$ cat config.mk
export PLATFORM = sky130hd
export DESIGN_NAME = nrisc_mem_port_master_flat
export DESIGN_NICKNAME = d
export VERILOG_FILES = /design/src/rtl/nrisc_mem_port_master_if.sv /design/src/rtl/nrisc_mem_port_master.sv /design/src/flat_wrapper.sv
export SDC_FILE = /design/constraint.sdc
export NUM_CORES = 1
export LEC_CHECK = 0
export BUFFER_PORTS_ARGS = -buffer_cell sky130_fd_sc_hd__buf_2
export CAP_MARGIN = 20
export CORE_MARGIN = 1
export CORE_UTILIZATION = 43
export DETAILED_ROUTE_END_ITERATION = 12
export PLACE_DENSITY = 0.78
export SYNTH_ARGS = -nofsm -noshare
export SYNTH_HDL_FRONTEND = slang
export SYNTH_SLANG_ARGS = --single-unit
$ cat constraint.sdc
create_clock -name clk -period 2.2 [get_ports clk]
set_input_delay 0.11 -clock clk [delete_from_list [all_inputs] [get_ports clk]]
set_output_delay 0.11 -clock clk [all_outputs]
set_load 0.005 [all_outputs]
$ cat src/rtl/nrisc_mem_port_master_if.sv
// nrisc_mem_port_master_if
// Bundles the core-side request/response handshake and the memory-port lines
// of one nrisc_mem_port_master instance.
//   req_*  : load/store request from the core (valid/ready)
//   rsp_*  : one response per request back to the core (valid/ready)
//   mem_*  : address/data/write/load lines to one shared-memory port, and
//            the read data coming back (mem_dout)
// Modports:
//   master : the port-master block itself
//   slave  : the environment (core pipeline plus memory port)
interface nrisc_mem_port_master_if #(
  parameter int TAM = 16
);
  logic           req_valid;
  logic           req_ready;
  logic           req_we;
  logic [TAM-1:0] req_addr;
  logic [TAM-1:0] req_wdata;
  logic           rsp_valid;
  logic           rsp_ready;
  logic [TAM-1:0] rsp_rdata;
  logic           rsp_we;
  logic           rsp_err;
  logic [TAM-1:0] mem_addr;
  logic [TAM-1:0] mem_din;
  logic           mem_write;
  logic           mem_load;
  logic [TAM-1:0] mem_dout;

  modport master (
    input  req_valid, req_we, req_addr, req_wdata, rsp_ready, mem_dout,
    output req_ready, rsp_valid, rsp_rdata, rsp_we, rsp_err,
           mem_addr, mem_din, mem_write, mem_load
  );

  modport slave (
    output req_valid, req_we, req_addr, req_wdata, rsp_ready, mem_dout,
    input  req_ready, rsp_valid, rsp_rdata, rsp_we, rsp_err,
           mem_addr, mem_din, mem_write, mem_load
  );
endinterface

$ cat src/rtl/nrisc_mem_port_master.sv
// nrisc_mem_port_master
// Core-side initiator for one port of the shared data memory. Accepts one
// load/store request at a time, drives the memory port for exactly one cycle,
// waits MEM_LAT cycles for load data, then holds a response until the core
// takes it.
// Ports:
//   clk  : system clock, all state changes on posedge
//   rst  : asynchronous active-high reset
//   bus  : nrisc_mem_port_master_if.master (request, response, memory lines)
// Parameters:
//   TAM     : data/address width
//   Lmem    : implemented memory address bits (must be < TAM)
//   MEM_LAT : cycles from the load-sampling edge to the data-capture edge (1..7)
// Configuration macro:
//   NRISC_MEM_ADDR_CHECK_EN : when defined, requests with address bits set
//   above Lmem-1 suppress the memory access and answer with rsp_err = 1.
//   When undefined, those bits are dropped and addresses wrap.
module nrisc_mem_port_master #(
  parameter int TAM     = 16,
  parameter int Lmem    = 8,
  parameter int MEM_LAT = 1
) (
  input  logic                    clk,
  input  logic                    rst,
  nrisc_mem_port_master_if.master bus
);

  localparam int CW = $clog2(MEM_LAT + 1);

  typedef enum logic [1:0] {IDLE, ISSUE, WAIT, RESP} state_t;

  state_t          state;
  state_t          nextState;
  logic            weReg;
  logic            errReg;
  logic [Lmem-1:0] addrReg;
  logic [TAM-1:0]  wdataReg;
  logic [TAM-1:0]  rdataReg;
  logic [CW-1:0]   waitCnt;
  logic            addrErr;

`ifdef NRISC_MEM_ADDR_CHECK_EN
  assign addrErr = |bus.req_addr[TAM-1:Lmem];
`else
  assign addrErr = 1'b0;
`endif

  // State register.
  always_ff @(posedge clk or posedge rst) begin
    if (rst) begin
      state <= IDLE;
    end else begin
      state <= nextState;
    end
  end

  // Next-state logic. A store skips WAIT; a load (even an erroring one)
  // spends MEM_LAT cycles there so the response timing never depends on the
  // address.
  always_comb begin
    nextState = state;
    case (state)
      IDLE:  if (bus.req_valid) nextState = ISSUE;
      ISSUE: nextState = weReg ? RESP : WAIT;
      WAIT:  if (waitCnt == CW'(1)) nextState = RESP;
      RESP:  if (bus.rsp_ready) nextState = IDLE;
      default: nextState = IDLE;
    endcase
  end

  // Request latch, latency counter and read-data capture. The request is
  // only looked at in IDLE, so the core may change req_* freely afterwards.
  // The counter is loaded in ISSUE and the edge that takes it from 1 to 0 is
  // the one where memory data is valid.
  always_ff @(posedge clk or posedge rst) begin
    if (rst) begin
      weReg    <= 1'b0;
      errReg   <= 1'b0;
      addrReg  <= '0;
      wdataReg <= '0;
      rdataReg <= '0;
      waitCnt  <= '0;
    end else begin
      case (state)
        IDLE: begin
          if (bus.req_valid) begin
            weReg    <= bus.req_we;
            errReg   <= addrErr;
            addrReg  <= bus.req_addr[Lmem-1:0];
            wdataReg <= bus.req_wdata;
          end
        end
        ISSUE: begin
          waitCnt <= CW'(MEM_LAT);
          if (weReg) rdataReg <= '0;
        end
        WAIT: begin
          waitCnt <= waitCnt - CW'(1);
          if (waitCnt == CW'(1)) rdataReg <= errReg ? '0 : bus.mem_dout;
        end
        default: begin
        end
      endcase
    end
  end

  // Outputs decoded from state and registered request fields only, so the
  // strobes fall as soon as reset forces the state back to IDLE.
  always_comb begin
    bus.req_ready = (state == IDLE);
    bus.rsp_valid = (state == RESP);
    bus.rsp_rdata = rdataReg;
    bus.rsp_we    = weReg;
    bus.rsp_err   = errReg;
    bus.mem_addr  = {{(TAM-Lmem){1'b0}}, addrReg};
    bus.mem_din   = wdataReg;
    bus.mem_write = (state == ISSUE) &&  weReg && !errReg;
    bus.mem_load  = (state == ISSUE) && !weReg && !errReg;
  end

endmodule

$ cat src/flat_wrapper.sv
// flat-port wrapper written by rule: the top's interface ports become plain ports
module nrisc_mem_port_master_flat 
#(
  parameter int TAM     = 16,
  parameter int Lmem    = 8,
  parameter int MEM_LAT = 1
)
  (clk, rst, bus_req_valid, bus_req_we, bus_req_addr, bus_req_wdata, bus_rsp_ready, bus_mem_dout, bus_req_ready, bus_rsp_valid, bus_rsp_rdata, bus_rsp_we, bus_rsp_err, bus_mem_addr, bus_mem_din, bus_mem_write, bus_mem_load);
  nrisc_mem_port_master_if #(.TAM(TAM)) bus_i ();
  input  logic clk;
  input  logic rst;
  input wire logic [$bits(bus_i.req_valid)-1:0] bus_req_valid;
  input wire logic [$bits(bus_i.req_we)-1:0] bus_req_we;
  input wire logic [$bits(bus_i.req_addr)-1:0] bus_req_addr;
  input wire logic [$bits(bus_i.req_wdata)-1:0] bus_req_wdata;
  input wire logic [$bits(bus_i.rsp_ready)-1:0] bus_rsp_ready;
  input wire logic [$bits(bus_i.mem_dout)-1:0] bus_mem_dout;
  output wire logic [$bits(bus_i.req_ready)-1:0] bus_req_ready;
  output wire logic [$bits(bus_i.rsp_valid)-1:0] bus_rsp_valid;
  output wire logic [$bits(bus_i.rsp_rdata)-1:0] bus_rsp_rdata;
  output wire logic [$bits(bus_i.rsp_we)-1:0] bus_rsp_we;
  output wire logic [$bits(bus_i.rsp_err)-1:0] bus_rsp_err;
  output wire logic [$bits(bus_i.mem_addr)-1:0] bus_mem_addr;
  output wire logic [$bits(bus_i.mem_din)-1:0] bus_mem_din;
  output wire logic [$bits(bus_i.mem_write)-1:0] bus_mem_write;
  output wire logic [$bits(bus_i.mem_load)-1:0] bus_mem_load;
  assign bus_i.req_valid = bus_req_valid;
  assign bus_i.req_we = bus_req_we;
  assign bus_i.req_addr = bus_req_addr;
  assign bus_i.req_wdata = bus_req_wdata;
  assign bus_i.rsp_ready = bus_rsp_ready;
  assign bus_i.mem_dout = bus_mem_dout;
  assign bus_req_ready = bus_i.req_ready;
  assign bus_rsp_valid = bus_i.rsp_valid;
  assign bus_rsp_rdata = bus_i.rsp_rdata;
  assign bus_rsp_we = bus_i.rsp_we;
  assign bus_rsp_err = bus_i.rsp_err;
  assign bus_mem_addr = bus_i.mem_addr;
  assign bus_mem_din = bus_i.mem_din;
  assign bus_mem_write = bus_i.mem_write;
  assign bus_mem_load = bus_i.mem_load;
  nrisc_mem_port_master #(.TAM(TAM), .Lmem(Lmem), .MEM_LAT(MEM_LAT)) u_core (.clk(clk), .rst(rst), .bus(bus_i));
endmodule
* Word level (Yosys, flattened, before mapping)
Index checks and enable logic that the tools add are counted.
Storage, ports and cells: register bits after elaboration 44, output and inout bits 54, word-level logic and storage cells 31
Cells by class: $add $sub $neg 1, eq/ne operators 7, mux-type cells 9, reductions and logical operators 8
Operators by type and width (number):
- $mux W16 | 2
- $pmux W16 S2 | 1
- $pmux W2 S4 | 1
- $mux W2 | 3
- $reduce_and A3 Y1 | 2
- $eq A2 B2 Y1 const B | 2
- $ne A2 B1 Y1 const B | 2
- $ne A2 B2 Y1 const B | 2
- $eq A2 B1 Y1 const B | 1
- $logic_and A1 B1 Y1 | 2
- $logic_not A2 Y1 | 1
- $pmux W1 S2 | 1
- $reduce_and A2 Y1 | 1
- $reduce_bool A2 Y1 | 1
- $logic_not A1 Y1 | 1
- $mux W1 | 1
- $sub A1 B1 Y1 const B | 1

* Logic depth before layout (Yosys ltp)
word-level depth 3, gate-level depth with buffers 7, gate-level depth less buffers 5

* Worst setup path before layout
Ideal clock, no wire load.
kind reg-to-reg, from reg u_core.state[0], to reg u_core.rdataReg[10] (netlist: u_core.bus.rsp_rdata[10]), library setup time 0.121 ns, arrival 1.591 ns, required time 2.079 ns, path slack 0.488 ns, cell stages (with the launch flop) 8, buffers on the path 2, cell sequence dfrtp_1 > inv_1 > ha_1 > nor2b_1 > or3_1 > buf_6 > buf_6 > a22o_1
On the way: longest elaborated chain between the ends 3
Ends and longest elaborated chain:
- start, declared | line nrisc_mem_port_master.sv:32 | state_t state;
- start signal, assigned | line nrisc_mem_port_master.sv:53 | state <= nextState;
- $eq A2 B1 Y1 or $eq A2 B2 Y1 (tied branches) | line nrisc_mem_port_master.sv:84 | case (state)
- $ne A2 B1 Y1 (no line) or $reduce_bool A2 Y1 (tied branches)
- $reduce_and A3 Y1 (no line)
- end signal, assigned | line nrisc_mem_port_master.sv:99 | if (waitCnt == CW'(1)) rdataReg <= errReg ? '0 : bus.mem_dout;
- end, declared | line nrisc_mem_port_master.sv:38 | logic [TAM-1:0] rdataReg;
Several ways; a longest one is shown, not always the timed one. A chain may end at the register's enable or synchronous reset.

* Worst setup path in the final report
from reg u_core.state[1], to reg u_core.rdataReg[6] (netlist: u_core.bus.rsp_rdata[6])
The elaborated chain is that of the path after synthesis.

==> flow_summary.ini <==
[clock_network]
clock_latency_ps = 300
clock-root-buffer = clkbuf_8
clk_pin_slew_worst_paths_ps = 90
cts.sinks = 44
cts_resized = 0
clockBufferDepth = 2
ctsHtreeMaxLevel = 2
cts_tree = yes
cts_buffers = 5

[worst_setup_path]
path_max_fanout = 16
endpoint_kind = flip-flop
rr_endpoint = u_core.bus.rsp_rdata[6]
ff2ff_path_depth = 5
r2r-start = u_core.state[1]
required_ps = 2430
timing.reg2reg.setup_slack_ps = 200
arrival_ps = 2230
cp-start-kind = flip-flop
worstSetupPathType = flip-flop to flip-flop

[finish]
drive_gt1_share_pct = 46.6
final_cell_mix = 89 x buf_2, 44 x dfrtp_1, 26 x mux2_1, 16 x a22o_1, 9 x conb_1
syn_to_final_growth_pct = 31.1
fin_area_sq_mm = 0.00237
fin_nets = 275
final_common_cell = buf_2
antenna_cells = 0

[route]
first_pass_iters = 4
top_layer_used = met4
routedWlPerCell_um = 13.0
wl_met1_mm = 1.48
dr_wl_met2_mm = 1.68
wl_mm = 3.50
drtIter0Drc = 48
dr_wl_met3_um = 273
drc = 0
num_vias = 1315
drtAntennaViolNets = 0
vias_per_cell = 4.89

[min_path]
hold_path_depth = 2
min_from = bus_req_addr[2]
whs_endpoint = u_core.addrReg[2]
hold_class = primary input to flip-flop

[power_and_ir_drop]
power_uw = 3240
powerDensity_mw_per_mm2 = 1360
power_frac_clock_pct = 16.5
comb_power_share_pct = 40.3
p_leak_uw = 0.00125
vdd_drop_max_mv = 0.732
intPower_uw = 2160
p_sw_uw = 1080
seqPwrFrac_pct = 43.2
swShare_pct = 33.2

[sta]
worst_pin_slew_ps = 1040
max_slew_margin_pct = 30.5
tns_ps = 0
setup_viol = 0
clock.fmax_ghz = 0.500
min_period_over_period_pct = 91.0
hold_slack_ps = 11.0
rsz0062_at_grt = false
fin_skew_ps = 8.89
timing_hold_violations_final = 0
slew_viol_final = 0
min_period_ps = 2000

[floorplan]
floorplan.rows = 23
die-area_sq_mm = 0.00447
die_w_um = 66.9
initial_core_util_pct = 44.9
pin_count = 107
core_sq_mm = 0.00403
dieHeight_um = 66.9

[global_routing]
grt_overflow = 0
grt_pass1_vias = 1150
grt_pass1_wl_mm = 5.22
antenna_found_initial = 0
grt_usage_pct = 16.1
grt_max_degree = 27

[synth]
syn_inst = 124
synth-seq-cells = 44
synth_area_sq_mm = 0.00181
ys_warn_count = 0
ys_types = 21
syn_avg_cell_area_sq_um = 14.6
ys_seq_area_share_pct = 60.9

[placement]
placed_area_sq_mm = 0.00226
place_congestion = 0.740
dp_hpwl_mm = 2.63
io_buffers = 89

[outcome]
status = complete, no violations

[flow_run]
max_cap_viol_count = 0
-- kinds of logic after synthesis --
group                    Yosys count  share of synthesized area, %
flip-flops                        44                          60.9
buffers and inverters             17                          6.43
multiplexers                      27                          16.8
adder cells (fa/ha/maj)            4                          2.77
AND/OR/NAND/NOR                   12                          3.94
other                              1                         0.207
AO/OA/AOI/OAI                     19                          8.99
-- state kept, by name, indices dropped and copies added (netlist names) --
register and cells:
u_core.bus.rsp_we 1, u_core.addrReg 8, u_core.bus.rsp_rdata 16, u_core.waitCnt 1
u_core.state 2, u_core.bus.mem_din 16
-- worst max-delay path, stage by stage (launching register included) --
cell and delay (ps):
dfrtp_1 420, inv_1 90, ha_1 220, nor2b_4 140, nor2_1 790, a22o_1 260
-- synthesized netlist by cell type --
cell	number	area (sq um)
a211o_1	1	8.76
a22o_1	16	140
and2_1	1	6.26
buf_2	3	15.0
buf_4	9	67.6
buf_6	2	22.5
conb_1	1	3.75
dfrtp_1	44	1100
ha_1	4	50.1
inv_1	3	11.3
mux2_1	26	293
mux2_2	1	11.3
nand2_1	2	7.51
nand2b_1	1	6.26
nor2_1	2	7.51
nor2b_1	3	18.8
nor2b_4	1	13.8
nor3_1	1	5.00
o21ai_1	1	5.00
o41ai_1	1	8.76
or3_1	1	6.26
-- per-stage QoR --
step	setup WS, ps	instances	util [%]
2_1_floorplan	488	132	-
4_1_cts	151	269	58.9
6_report	198	269	58.9
3_3_place_gp	269	260	56.2
3_5_place_dp	184	260	56.2
5_1_grt	32.2	269	58.9
-- worst max path at each step --
stage                    start                  endpoint  slack [ps]  cells past startpoint
2_1_floorplan  u_core.state[0]  u_core.bus.rsp_rdata[10]         490                      7
3_5_place_dp   u_core.state[1]   u_core.bus.rsp_rdata[6]         180                      5
5_1_grt        u_core.state[1]   u_core.bus.rsp_rdata[6]          30                      5
4_1_cts        u_core.state[1]   u_core.bus.rsp_rdata[6]         150                      5
3_3_place_gp   u_core.state[1]  u_core.bus.rsp_rdata[11]         270                      5
6_report       u_core.state[1]   u_core.bus.rsp_rdata[6]         200                      5
-- cell type report --
cell class / instances / area (sq um)
repair buffers: 93 / 478
flip-flops and latches: 44 / 1100
inverters: 3 / 11.3
clock inverters: 2 / 15.0
fillers: 363 / 1660
well taps: 50 / 62.6
multi-input cells: 71 / 622
clock buffers: 6 / 82.6
-- repair_timing --
action,4_1_cts,5_1_grt
endpoints found under the hold margin,8,0
buffers inserted,0,0
hold buffers,1,0
-- per-layer routing --
metal	GRT usage, %	vias to the layer above
met3	5.14	7
met4	7.98	0
met5	0	-
met2	24.5	62
met1	20.6	639
li1	-	607
-- power by group through the flow --
stage                     Sequential, uW  Combinational [uW]  Clock [uW]
after floorplan                     1440                 806           0
after global placement              1400                1280           0
after detailed placement            1410                1330           0
after CTS                           1400                1340         545
after global routing                1450                1470         582
final                               1400                1310         533
(Power assumes the default switching activity.)
